<file path="src/rtl/alu_pkg.sv">
// Shared ALU definitions: opcode map, flag bit positions and datapath width.
package alu_pkg;

  localparam int DATA_W = 16;

  localparam logic [2:0] OP_ADDU = 3'd0;
  localparam logic [2:0] OP_ADDS = 3'd1;
  localparam logic [2:0] OP_SUBU = 3'd2;
  localparam logic [2:0] OP_SUBS = 3'd3;
  localparam logic [2:0] OP_AND  = 3'd4;
  localparam logic [2:0] OP_OR   = 3'd5;
  localparam logic [2:0] OP_XOR  = 3'd6;
  localparam logic [2:0] OP_SHR  = 3'd7;

  localparam int FLG_C = 2;
  localparam int FLG_V = 1;
  localparam int FLG_Z = 0;

  function automatic logic carry_op(input logic [2:0] op);
    return (op == OP_ADDU) || (op == OP_SUBU);
  endfunction

  function automatic logic ovf_op(input logic [2:0] op);
    return (op == OP_ADDS) || (op == OP_SUBS);
  endfunction

endpackage

</file>
<file path="src/rtl/alu_result_queue_sat_counter.sv">
// Saturating event counter; clear takes priority over increment.
module sat_counter #(
  parameter int CNT_W = 16
) (
  input  logic             clk,
  input  logic             reset,
  input  logic             inc,
  input  logic             clr,
  output logic [CNT_W-1:0] value
);

  logic [CNT_W-1:0] value_q, value_d;

  always_comb begin
    value_d = value_q;
    if (clr)
      value_d = '0;
    else if (inc && (value_q != '1))
      value_d = value_q + CNT_W'(1);
  end

  always_ff @(posedge clk or negedge reset) begin
    if (!reset)
      value_q <= '0;
    else
      value_q <= value_d;
  end

  assign value = value_q;

endmodule

</file>
<file path="src/rtl/alu_result_queue.sv">
// FWFT result queue behind the ALU with carry/overflow/zero event counters.
module alu_result_queue #(
  parameter int DEPTH  = 4,
  parameter int DATA_W = alu_pkg::DATA_W,
  parameter int CNT_W  = 16
) (
  input  logic                     clk,
  input  logic                     reset,
  input  logic                     in_valid,
  output logic                     in_ready,
  input  logic [2:0]               in_opcode,
  input  logic [DATA_W-1:0]        in_result,
  input  logic                     in_carryout,
  input  logic                     in_overflow,
  input  logic                     in_zero,
  output logic                     out_valid,
  input  logic                     out_ready,
  output logic [2:0]               out_opcode,
  output logic [DATA_W-1:0]        out_result,
  output logic [2:0]               out_flags,
  input  logic                     flush,
  input  logic                     clear_stats,
  output logic [$clog2(DEPTH):0]   count,
  output logic [CNT_W-1:0]         carry_cnt,
  output logic [CNT_W-1:0]         ovf_cnt,
  output logic [CNT_W-1:0]         zero_cnt
);

  import alu_pkg::*;

  localparam int AW = $clog2(DEPTH);
  localparam int PW = AW + 1;
  localparam int EW = DATA_W + 6;

  logic [PW-1:0] wr_ptr_q, wr_ptr_d;
  logic [PW-1:0] rd_ptr_q, rd_ptr_d;
  logic [EW-1:0] mem_q [DEPTH];
  logic [EW-1:0] mem_d [DEPTH];
  logic [EW-1:0] head;
  logic [2:0]    in_flags;
  logic          full, empty, push, pop;

  assign full  = (wr_ptr_q[AW] != rd_ptr_q[AW]) &&
                 (wr_ptr_q[AW-1:0] == rd_ptr_q[AW-1:0]);
  assign empty = (wr_ptr_q == rd_ptr_q);

  assign in_ready  = !full && !flush;
  assign out_valid = !empty;
  assign push      = in_valid && in_ready;
  assign pop       = out_valid && out_ready;
  assign count     = wr_ptr_q - rd_ptr_q;

  always_comb begin
    in_flags        = '0;
    in_flags[FLG_C] = in_carryout;
    in_flags[FLG_V] = in_overflow;
    in_flags[FLG_Z] = in_zero;
  end

  // Flush resets both pointers and masks any pop in the same cycle.
  always_comb begin
    wr_ptr_d = wr_ptr_q;
    rd_ptr_d = rd_ptr_q;
    if (flush) begin
      wr_ptr_d = '0;
      rd_ptr_d = '0;
    end else begin
      if (push) wr_ptr_d = wr_ptr_q + PW'(1);
      if (pop)  rd_ptr_d = rd_ptr_q + PW'(1);
    end
  end

  always_comb begin
    mem_d = mem_q;
    if (push)
      mem_d[wr_ptr_q[AW-1:0]] = {in_opcode, in_result, in_flags};
  end

  always_ff @(posedge clk or negedge reset) begin
    if (!reset) begin
      wr_ptr_q <= '0;
      rd_ptr_q <= '0;
      for (int i = 0; i < DEPTH; i++)
        mem_q[i] <= '0;
    end else begin
      wr_ptr_q <= wr_ptr_d;
      rd_ptr_q <= rd_ptr_d;
      mem_q    <= mem_d;
    end
  end

  assign head       = out_valid ? mem_q[rd_ptr_q[AW-1:0]] : '0;
  assign out_opcode = head[EW-1 -: 3];
  assign out_result = head[3 +: DATA_W];
  assign out_flags  = head[2:0];

  sat_counter #(.CNT_W(CNT_W)) u_carry (
    .clk   (clk),
    .reset (reset),
    .inc   (push && in_carryout && carry_op(in_opcode)),
    .clr   (clear_stats),
    .value (carry_cnt)
  );

  sat_counter #(.CNT_W(CNT_W)) u_ovf (
    .clk   (clk),
    .reset (reset),
    .inc   (push && in_overflow && ovf_op(in_opcode)),
    .clr   (clear_stats),
    .value (ovf_cnt)
  );

  sat_counter #(.CNT_W(CNT_W)) u_zero (
    .clk   (clk),
    .reset (reset),
    .inc   (push && in_zero),
    .clr   (clear_stats),
    .value (zero_cnt)
  );

endmodule

</file>
<file path="config.mk">
export PLATFORM = sky130hd
export DESIGN_NAME = alu_result_queue
export DESIGN_NICKNAME = d
export VERILOG_FILES = /design/src/rtl/alu_pkg.sv /design/src/rtl/alu_result_queue_sat_counter.sv /design/src/rtl/alu_result_queue.sv
export SDC_FILE = /design/constraint.sdc
export NUM_CORES = 1
export LEC_CHECK = 0
export ABC_AREA = 1
export CAP_MARGIN = 20
export CORE_MARGIN = 2
export CORE_UTILIZATION = 50
export CTS_BUF_LIST = sky130_fd_sc_hd__clkbuf_16
export DETAILED_ROUTE_END_ITERATION = 10
export GPL_ROUTABILITY_DRIVEN = 0
export PLACE_DENSITY = 0.8
export SLEW_MARGIN = 15
export SYNTH_ARGS = -nofsm -noshare
export SYNTH_HDL_FRONTEND = slang
export SYNTH_SLANG_ARGS = --single-unit
export TNS_END_PERCENT = 50
</file>
<file path="constraint.sdc">
create_clock -name clk -period 2.39 [get_ports clk]
set_input_delay 0.717 -clock clk [delete_from_list [all_inputs] [get_ports clk]]
set_output_delay 0.717 -clock clk [all_outputs]
set_load 0.01 [all_outputs]
</file>
# Word level (Yosys, flattened, before mapping)
# Index checks and enable logic that the tools add are counted.
# word_totals
regBits,142
inputBits,28
output_inout_bits,75
word_cells,70
# classes
addsub,6
order_cmp,3
n_eq_ne,9
n_mux,17
bitwise_logic,2
reduce_logical,24
# op_table
operator,n
16-bit 2-to-1 mux,6
88-bit bitwise mux,1
22-bit 2-to-1 mux,4
"16-bit by 1-bit adder with 16-bit output, second input constant",3
"16-bit inequality test, second input constant",3
22-bit binary-select mux with 2-bit select,1
22-bit demux with 2-bit select,1
1-bit logical AND,13
3-bit 2-to-1 mux,4
2-bit nonzero test,5
"3-bit by 1-bit adder with 3-bit output, second input constant",2
"3-bit by 2-bit equality test with 1-bit output, second input constant",2
"3-bit greater-or-equal comparator, second input constant",2
2-bit inverter with 3-bit output,2
"3-bit by 1-bit equality test with 1-bit output, second input constant",1
3-bit equality test,1
1-bit logical NOT,3
3-bit logical NOT,1
"3-bit by 1-bit less-than comparator with 1-bit output, second input constant",1
3-bit subtractor,1
2-bit equality test,1
1-bit logical OR,2
1-bit inequality test,1

# Logic depth before layout (Yosys ltp)
# Gate-level depths: netlist of the first run.
# logic_depth
depth_word,10
ltp_mapped,13
depth_no_buf,10

# Cells and area by module
# Synthesis of the first run repeated with hierarchy kept, for this count alone.
# unflattened
hier_cells,1044
hier_area_um2,7766.2
# modules_own_cells
mod,instances,cells_each,area_per_inst_um2,seq_area_each_um2
alu_result_queue,1,612,4654.5,2352.3
sat_counter,3,144,1037.2,400.4

# Least setup slack after synthesis of the first run
# Ideal clock, no wire load.
# synth_timing
kind,register to output
from,register rd_ptr_q[1]
to,output port out_flags[1]
t_arrival_ns,1.944
required_time_ns,1.673
slack_ns,-0.271
stages_incl_launch_ff,10
n_path_buf,2
cell_sequence,dfrtp_1 -> inv_1 -> buf_1 -> ha_1 -> nand2_1 -> inv_1 -> nand3_1 -> inv_1 -> clkbuf_1 -> a21oi_1
# synth_via
elab_chain_cells,5
elab_cells_between_ends,6
classes_between,eq/ne (1); mux (4); bitwise (1)
# synth_rtl
element,line,text
from (decl),alu_result_queue.sv:36,"logic [PW-1:0] rd_ptr_q, rd_ptr_d;"
from (signal assigned),alu_result_queue.sv:87,rd_ptr_q <= rd_ptr_d;
2-bit inverter with 3-bit output (not written as such),alu_result_queue.sv:92,assign head = out_valid ? mem_q[rd_ptr_q[AW-1:0]] : '0;
22-bit binary-select mux with 2-bit select,alu_result_queue.sv:92,
22-bit 2-to-1 mux (not written as such) (2 in series),alu_result_queue.sv:92,
22-bit 2-to-1 mux (*),alu_result_queue.sv:92,
to (decl),alu_result_queue.sv:20,"output logic [2:0] out_flags,"
# Mark *: on every way between the ends. The rest lies on a longest branch, timed or not. The select of a mux whose other input is x is not followed.

# Worst setup path in the final report of the first run
# layout_timing
from,register rd_ptr_q[0]
to,output port out_flags[0]
# The elaborated chain is that of the path after synthesis.

==> run_results.csv, run 1 <==
group,metric,value,unit
detailed_routing,postRouteAntennaNets,0,
worst_setup_path,reg2reg_to,"mem_q[2]",
synth,synthFlopType,"dfrtp_1",
worst_setup_path,r2r_cells,9,
finish,diodes,0,
power,p_per_area,844.6,mW/mm²
global_route,grt_pass1_wl,34.16,mm
sta,fin_skew,0.007216,ns
detailed_routing,drtPass1Iterations,5,
detailed_routing,post_drt_wl_per_cell,14.76,µm
finish,final_nets,1212,
floorplan,dieArea,0.01658,mm²
placement,dp_hpwl,13.32,mm
finish,finish.instance_area,0.01002,mm²
sta,fin_ws,-0.1161,ns
clocking,htree_levels,4,
detailed_routing,detail_route.vias_per_cell,5.416,
finish,instances_no_fill,1373,
clocking,cts.sinks,142,
synth,synthArstFlopShare,100.0,%
finish,multi_input_area,0.003680,mm²
global_route,first_global_vias,7032,
global_route,grt_usage,25.86,%
finish,utilization,65.88,%
worst_setup_path,timing.rr.start,"rd_ptr_q[0]",
placement,port_buffers,102,
sta,max_freq,399.0,MHz
power,p_total,8.459,mW
min_path,hold_path.class,"input port to asynchronous set/reset pin",
synth,netlist_area,0.007785,mm²
sta,finalSetupViolations,24,
power,ir_worst_vdd,0.5172,mV
synth,synthCells,1052,
clocking,cts_made_buffers,17,
synth,synth.area.top_cells,"dfrtp_1, nand2_1, nand3_1",
finish,register_area,0.003553,mm²
sta,worst_pin_slew,0.6779,ns
sta,fin_crit,2.506,ns
floorplan,dieWidth,128.8,µm
clocking,ctsHoldBuffers,0,
sta,finalHoldViolCount,0,
synth,ys_ff_latch,142,
clocking,clk_latency,0.42,ns
synth,synth-edff-count,0,
global_route,overflow,0,
detailed_routing,drt-initial-drc-count,447,
floorplan,num_rows,45,
run_status,violations,"negative setup slack",
worst_setup_path,end_kind,"primary output",
sta,tns,-2.155,ns
floorplan,ioPinCount,103,
synth,avgSynthCellArea,7.400,µm²
detailed_routing,drc_errors,0,
floorplan,initial_utilization,51.21,%
clocking,cts_buffer_depth,2,
global_route,antenna_found_initial,0,
finish,fillers,1264,
detailed_routing,drt_wl_total,20.26,mm
run_status,outcome,"finished, violations left",
worst_setup_path,criticalPathCategory,"flip-flop to primary output",
worst_setup_path,cp_max_fo,6,
worst_setup_path,required,1.67,ns
sta,slew_violations,0,
synth,post-synth-top-count-cell,"nand2_1",
synth,yosysTopAreaCell,"dfrtp_1",
synth,synth_top_area_share,45.64,%
global_route,grt_max_degree,53,
sta,grt_setup_unrepaired,"true",
synth,synth_common_cells,"nand2_1, dfrtp_1, inv_1, nand3_1, o21ai_0",
worst_setup_path,worstPathArrival,1.79,ns
worst_setup_path,r2r_slack,0.35,ns
sta,slew-limit-headroom,54.76,%
synth,synth_nets,1091,
synth,yosys_warnings,0,
clocking,clk_pin_slew,0.06,ns
floorplan,coreArea,0.01520,mm²
floorplan,die_y,128.8,µm
finish,drive_gt1_share,13.42,%
sta,fin_crit_sh,104.9,%
job,max-cap-violations,0,
placement,dpl_cell_area,0.009364,mm²
finish,syn2layout_area_growth,28.66,%
synth,seq_area_frac_synth,45.64,%
worst_setup_path,cp-start-kind,"flip-flop",
detailed_routing,vias,7436,
synth,synth_cell_types,29,
clocking,cts_root_buffer,"clkbuf_16",
placement,dp.cells,1338,
power,p_leak,4.934,nW
clocking,cts_tree,"built",
[cell families after synthesis]
kind of cell               count (synthesis)  share of synthesized area [%]
and+or+nand+nor                          517                          28.90
AOI/OAI and AO/OA                        187                          12.09
buffers and inverters                    173                          9.032
DFF                                      142                          45.64
xor gates and xnor gates                  22                          2.475
adders and majority gates                 11                          1.864
[metal layers]
metal,up-vias,global-route usage [%],wire length [µm]
met2,251,42.20,9789
li1,3641,-,-
met1,3503,34.49,8896
met5,-,0,0
met4,0,9.271,401
met3,41,5.198,1173
[report_power, final]
group	switching (mW)	leakage, nW	internal [mW]
Combinational	1.53	2.82	1.12
Clock	1.01	0.279	1.61
Sequential	0.215	1.84	2.97
[worst max-delay path, stage by stage, from the launching register on]
cell	delay, ns
dfrtp_1	0.41
ha_4	0.29
nand2_2	0.05
inv_2	0.07
nand3_4	0.10
inv_8	0.12
buf_12	0.15
a21oi_2	0.04
buf_2	0.15
[sequential cells by signal (all words and copies together), names as in the netlist]
signal,count
u_carry.value,16
u_ovf.value,16
wr_ptr_q,3
rd_ptr_q,3
mem_q,88
u_zero.value,16
[layout by cell type (no fill, tap or decap), drive strengths merged]
cell type,netlist,layout
a211oi,1,1
dlygate4sd2,0,1
clkdlybuf4s15,0,1
dfrtp,142,142
clkinv,1,6
inv,122,124
ha,10,10
buf,25,76
clkinvlp,0,4
bufinv,0,3
clkbuf,25,17
nand2,298,298
nand4,21,21
xor2,21,21
o21a,1,1
a21oi,69,69
clkdlybuf4s50,0,74
nor2,69,69
nor3,8,8
nand3,121,121
xnor2,1,1
o21ai,116,116
fa,1,1
[how the worst max path moves through the flow]
stage	startpoint	cells after the start	slack [ns]	to
2_1_floorplan	rd_ptr_q[1]	9	-0.01	out_flags[1]
3_3_place_gp	flush	3	-0.12	in_ready
4_1_cts	rd_ptr_q[0]	9	-0.20	out_flags[0]
6_report	rd_ptr_q[0]	8	-0.12	out_flags[0]
5_1_grt	rd_ptr_q[0]	8	-0.19	out_flags[0]
3_5_place_dp	wr_ptr_q[0]	9	-0.21	out_opcode[2]
[final cells by class]
cell class	count	area share [%]
sequential	142	35.48
inverter	123	4.710
timing repair buffer	152	14.95
clock buffer	17	4.247
clock inverter	14	1.524
tap	188	2.349
multi-input combinational	737	36.74
[metrics by stage]
step	worst slack, ns	hold WS (ns)
floorplan	-0.01421	0.4214
global placement	-0.1151	0.4477
detailed placement	-0.2051	0.4536
CTS	-0.2038	0.2484
global route	-0.1907	0.2720
finish	-0.1161	0.2360
[repair_timing]
item | 4_1_cts | 5_1_grt
resized for setup | 129 | 16
setup endpoints to repair | 27 | 26
setup buffers | 3 | 1
pin swaps | 5 | 2
gates cloned | 3 | 0
Note: power is estimated with default switching activity, not from simulation.
==> inputs of run 2 (changes only) <==
--- a/config.mk
+++ b/config.mk
@@ -14,4 +14,5 @@
 export GPL_ROUTABILITY_DRIVEN = 0
 export PLACE_DENSITY = 0.8
+export SKIP_LAST_GASP = 1
 export SLEW_MARGIN = 15
 export SYNTH_ARGS = -nofsm -noshare
==> constraint.sdc (replaced) <==
create_clock -name clk -period 2.39 [get_ports clk]
set_input_delay 0.717 -clock clk [delete_from_list [all_inputs] [get_ports clk]]
set_output_delay 0.717 -clock clk [all_outputs]
set_load 0.05 [all_outputs]
==> run 2 against run 1 <==
Effect of this change:
- the flow still finishes with violations (negative setup slack)
- sequential share of layout area down 2.2 points
- sequential power about the same
- final area up 6.8%
- core utilization up 4.5 points
- non-clock buffer count up 2
- worst setup slack worse by 0.11 ns
- global-route usage up 0.65 points
- clock power up 4%
- critical path type unchanged
- largest power group is now combinational logic
==> run_results.csv, run 2 (synthesis results as in run 1) <==
group,metric,value,unit
run_status,outcome,"finished, violations left",
run_status,violations,"negative setup slack",
worst_setup_path,end_kind,"primary output",
power,p_per_area,976.2,mW/mm²
worst_setup_path,r2r_cells,14,
detailed_routing,drt-initial-drc-count,701,
detailed_routing,postRouteAntennaNets,0,
placement,dp_hpwl,13.40,mm
sta,finalHoldViolCount,0,
power,p_total,10.44,mW
sta,finalSetupViolations,49,
power,ir_worst_vdd,0.6122,mV
clocking,cts.sinks,142,
clocking,clk_latency,0.42,ns
finish,largest_reg_flops,88,
placement,dp.cells,1328,
worst_setup_path,required,1.67,ns
sta,max_freq,382.3,MHz
finish,syn2layout_area_growth,37.42,%
job,max-cap-violations,0,
global_route,overflow,0,
sta,fin_ws,-0.2257,ns
clocking,cts_made_buffers,17,
clocking,clk_pin_slew,0.06,ns
clocking,ctsHoldBuffers,0,
worst_setup_path,crit_slowest_cell,"dfrtp_2",
detailed_routing,drc_errors,0,
sta,worst_pin_slew,0.5468,ns
floorplan,num_rows,45,
sta,fin_skew,0.006068,ns
clocking,htree_levels,4,
finish,instances_no_fill,1376,
worst_setup_path,cp_cell_sequence,"ha_4, nand2_4, inv_4, nand3_4, inv_8, buf_12, a21oi_4, buf_12",
floorplan,die_y,128.8,µm
sta,slew-limit-headroom,63.49,%
finish,drive_gt1_share,14.23,%
floorplan,dieWidth,128.8,µm
floorplan,initial_utilization,51.21,%
sta,fin_crit_sh,109.4,%
power,switchingPower,3.809,mW
global_route,grt_pass1_wl,34.93,mm
detailed_routing,vias,7616,
placement,port_buffers,102,
power,p_leak,5.270,nW
worst_setup_path,cp_common_cell,"buf_12",
worst_setup_path,slowest_delay,0.48,ns
finish,layout_commonest_cell,"nand2_1",
finish,finish.instance_area,0.01070,mm²
power,p_int,6.635,mW
floorplan,coreArea,0.01520,mm²
finish,diodes,0,
worst_setup_path,cp-start-kind,"flip-flop",
clocking,cts_buffer_depth,2,
global_route,grt_max_degree,97,
worst_setup_path,worstPathArrival,1.90,ns
finish,top_register,"mem_q",
power,swShare,36.47,%
clocking,cts_tree,"built",
detailed_routing,post_drt_wl_per_cell,15.95,µm
detailed_routing,detail_route.vias_per_cell,5.535,
power,power_frac_seq,30.7,%
floorplan,dieArea,0.01658,mm²
min_path,hold_path.class,"input port to asynchronous set/reset pin",
global_route,first_global_vias,7196,
global_route,antenna_found_initial,0,
placement,dpl_cell_area,0.009799,mm²
floorplan,ioPinCount,103,
detailed_routing,drtPass1Iterations,5,
global_route,grt_usage,26.51,%
clocking,cts_root_buffer,"clkbuf_16",
worst_setup_path,criticalPathCategory,"flip-flop to primary output",
detailed_routing,drt_wl_total,21.94,mm
finish,final_nets,1214,
power,pwr-share-clk,26.1,%
sta,finalHoldWorstSlack,0.2419,ns
worst_setup_path,cp_max_fo,7,
finish,final_cell_mix,"nand2_1, dfrtp_1, nand3_1",
sta,grt_setup_unrepaired,"true",
sta,slew_violations,0,
sta,fin_crit,2.616,ns
power,power_frac_comb,43.2,%
-- run 2: changes by cell type in the layout (fill, tap and decap cells not counted), sizes merged --
cell / previous run / this run
clkdlybuf4s50: 74 / 58
dlygate4sd2: 1 / 8
dlymetal6s2s: 0 / 6
clkbuf: 17 / 20
buf: 76 / 78
bufbuf: 0 / 1
bufinv: 3 / 4
clkdlybuf4s15: 1 / 0
clkinv: 6 / 7
clkinvlp: 4 / 3
-- run 2: metrics by stage --
| stage | TNS [ns] | utilization [%] | worst slack [ns] |
|---|---|---|---|
| after floorplan | -1.494 | - | -0.1190 |
| after global placement | 0 | 64.46 | 0.04861 |
| after detailed placement | 0 | 64.46 | 0.02192 |
| after CTS | -6.392 | 69.23 | -0.2421 |
| after global routing | -8.330 | 70.37 | -0.2942 |
| final | -5.891 | 70.37 | -0.2257 |
-- run 2: final cells by class --
type                       instances  area (µm²)
tap                              188       235.2
inverter                         123       476.7
fill                            1164        4504
clock buffer                      17       425.4
sequential                       142        3557
clock inverter                    15       177.7
timing repair buffer             154        1983
multi-input combinational        737        3842
-- run 2: worst paths after layout --
kind | start | endpoint | slack, ns
max reg2reg | rd_ptr_q[1] | mem_q[47] | 0.09
max | rd_ptr_q[0] | out_result[15] | -0.23
min reg2reg | mem_q[8] | mem_q[8] | 0.47
min | reset | mem_q[42] | 0.24
max in group asynchronous | reset | mem_q[57] | 1.50
min in group clk | mem_q[8] | mem_q[8] | 0.47
-- run 2: per-layer routing --
metal	part of all wire, %	global-route usage (%)
met4	2.2	10.10
met3	6.4	5.156
met1	41	34.48
met5	0	0
met2	50	44.10
-- run 2: repair_timing --
action / CTS / global route
pin swaps: 3 / 7
gates cloned: 2 / 3
setup endpoints to repair: 65 / 62
resized for setup: 26 / 35
buffers inserted: 5 / 6
-- run 2: power by group through the flow --
stage	registers, mW	logic, mW	clock network (mW)
final	3.20	4.51	2.73
after floorplan	3.16	2.51	0
after CTS	3.19	4.29	2.75
after detailed placement	3.22	4.11	0
after global routing	3.26	4.77	2.86
after global placement	3.19	4.05	0
-- run 2: critical path, delay by kind of cell, from the launching register on --
kind | cells | cell delay, ns
AO/OA/AOI/OAI | 1 | 0.05
AND/OR/NAND/NOR | 2 | 0.15
flip-flops | 1 | 0.48
buffers and inverters | 4 | 0.50
adder cells (fa/ha/maj) | 1 | 0.31
==> inputs of run 3 (changes only) <==
Settings changed: SYNTH_HIERARCHICAL set to 1.
==> run 3 against run 2 <==
Effect of this change:
- the run still ends with negative setup slack left
- combinational power shrank 30%
- non-clock buffer count down 7
- sequential power hardly changed
- count of clock-buffer cells in the layout is the same
- cell count down 0.44%
- final area decreased by 3.1%
- synthesized cell count fell by 0.76%
- highest routed layer is now met5
==> run_results.csv, run 3 <==
group,metric,value,unit
run_status,outcome,"finished, violations left",
run_status,violations,"negative setup slack",
synth,yosys_warnings,6,
global_route,grt_max_degree,51,
floorplan,coreArea,0.01520,mm²
clocking,htree_levels,4,
global_route,overflow,0,
detailed_routing,dr_wl_met2,10.65,mm
detailed_routing,drt-initial-drc-count,636,
finish,final_cell_mix,"nand2_1, dfrtp_1, nor2_1",
sta,fin_ws,-0.1768,ns
power,ir_worst_vdd,0.6384,mV
floorplan,num_rows,45,
min_path,hold_path.class,"input port to asynchronous set/reset pin",
sta,worst_pin_slew,0.5062,ns
finish,syn2layout_area_growth,33.49,%
synth,synthArstFlopShare,100.0,%
sta,max_freq,389.6,MHz
worst_setup_path,cp-start-kind,"flip-flop",
floorplan,die_y,128.6,µm
placement,dp_hpwl,13.38,mm
synth,synth_common_cells,"nand2_1, dfrtp_1, nor2_1, o21ai_0, inv_1",
detailed_routing,drtPass1Iterations,5,
detailed_routing,detail_route.vias_per_cell,5.387,
detailed_routing,met1_length,8.822,mm
clocking,clk_latency,0.42,ns
power,p_total,9.094,mW
placement,dp.cells,1328,
clocking,cts_made_buffers,17,
worst_setup_path,criticalPathCategory,"flip-flop to primary output",
finish,final_nets,1208,
synth,synth_top_area_share,45.75,%
detailed_routing,vias,7380,
global_route,grt_pass1_wl,35.51,mm
clocking,cts_buffer_depth,2,
synth,synth.area.top_cells,"dfrtp_1, nand2_1, nor2_1",
finish,diodes,0,
power,p_leak,5.197,nW
synth,synth_cell_types,33,
sta,fin_crit,2.567,ns
synth,post-synth-top-count-cell,"nand2_1",
detailed_routing,routed.top_layer,"met5",
detailed_routing,wl_met3,1.284,mm
finish,layout_commonest_cell,"nand2_1",
worst_setup_path,end_kind,"primary output",
synth,yosysTopAreaCell,"dfrtp_1",
global_route,first_global_vias,7293,
synth,synthCells,1044,
sta,fin_crit_sh,107.4,%
detailed_routing,postRouteAntennaNets,0,
worst_setup_path,timing.rr.start,"rd_ptr_q[1]",
finish,largest_reg_flops,88,
sta,finalHoldWorstSlack,0.2463,ns
detailed_routing,post_drt_wl_per_cell,15.48,µm
synth,ys_ff_latch,142,
finish,finish.instance_area,0.01037,mm²
synth,synthFlopType,"dfrtp_1",
power,p_per_area,877.2,mW/mm²
worst_setup_path,reg2reg_to,"mem_q[2]",
finish,instances_no_fill,1370,
clocking,cts.sinks,142,
floorplan,dieWidth,128.6,µm
sta,grt_setup_unrepaired,"true",
clocking,cts_tree,"built",
sta,fin_skew,0.007943,ns
worst_setup_path,cp_max_fo,5,
floorplan,ioPinCount,103,
placement,dpl_cell_area,0.009468,mm²
finish,utilization,68.20,%
floorplan,initial_utilization,51.09,%
detailed_routing,drc_errors,0,
worst_setup_path,r2r_slack,0.40,ns
placement,port_buffers,102,
synth,netlist_area,0.007766,mm²
sta,slew-limit-headroom,66.15,%
synth,avgSynthCellArea,7.439,µm²
worst_setup_path,worstPathArrival,1.85,ns
worst_setup_path,required,1.67,ns
sta,slew_violations,0,
placement,pre_cts_slack,0.07143,ns
clocking,cts_root_buffer,"clkbuf_16",
detailed_routing,drt_wl_total,21.20,mm
synth,synth-edff-count,0,
sta,tns,-3.854,ns
synth,synth_nets,1083,
sta,finalHoldViolCount,0,
floorplan,dieArea,0.01655,mm²
sta,finalSetupViolations,41,
global_route,grt_usage,26.97,%
global_route,antenna_found_initial,1,
finish,drive_gt1_share,15.65,%
synth,seq_area_frac_synth,45.75,%
finish,top_register,"mem_q",
clocking,clk_pin_slew,0.06,ns
worst_setup_path,r2r_cells,11,
job,max-cap-violations,0,
-- run 3: cell count changes in the layout (fill, tap and decap cells not counted), moves of 36 or more --
cell / before / now
nor2_1: 59 / 134
inv_1: 116 / 46
nand3_1: 119 / 42
a21oi_1: 44 / 5
nand2_1: 293 / 435
o21ai_0: 53 / 17
-- run 3: critical path, stage by stage (launching register included) --
cell	delay, ns
dfrtp_2	0.42
inv_2	0.08
ha_4	0.20
nand2_4	0.07
inv_4	0.05
nand2_8	0.10
inv_12	0.06
buf_12	0.14
a21oi_4	0.13
buf_6	0.18
-- run 3: what timing repair did --
item,CTS,global route
pin swaps,4,2
endpoints found under the setup margin,65,64
resized for setup,90,10
cloned,3,0
hold buffers,0,0
setup buffers,7,0
-- run 3: logic make-up (layout without fill, tap and decap cells) --
family,Yosys count,after routing,synth area share (%)
compound gates,95,95,6.767
buf+inv,97,235,6.396
fa+ha+maj,11,11,1.869
simple gates,681,681,37.18
flops,142,142,45.75
xor+xnor,18,18,2.030
-- run 3: how the worst max path moves through the flow --
| stage | from | slack, ns | to |
|---|---|---|---|
| after CTS | rd_ptr_q[1] | -0.17 | out_flags[2] |
| after global routing | rd_ptr_q[1] | -0.23 | out_flags[2] |
| after detailed placement | flush | 0.07 | in_ready |
| after floorplan | rd_ptr_q[1] | 0.004 | out_flags[0] |
| after global placement | flush | 0.09 | in_ready |
| final | rd_ptr_q[1] | -0.18 | out_flags[2] |
-- run 3: cell type report --
class / count / area (µm²)
clock buffer: 17 / 425.4
timing repair inverter: 1 / 8.758
clock inverter: 15 / 180.2
timing repair buffer: 147 / 1682
multi-input combinational: 805 / 4045
fill: 1191 / 4835
inverter: 55 / 234.0
tap: 188 / 235.2
sequential: 142 / 3557
-- run 3: routing by layer --
layer  vias up  GRT usage (%)
met3        40          5.073
met2       281          47.12
li1       3561              -
met4         2          10.23
met1      3496          33.37
met5         -              0
-- run 3: power breakdown --
part / total, mW / switching, mW / internal [mW]
clock: 2.74 / 1.02 / 1.72
combinational: 3.15 / 1.90 / 1.26
sequential: 3.20 / 0.297 / 2.91
total: 9.09 / 3.21 / 5.88
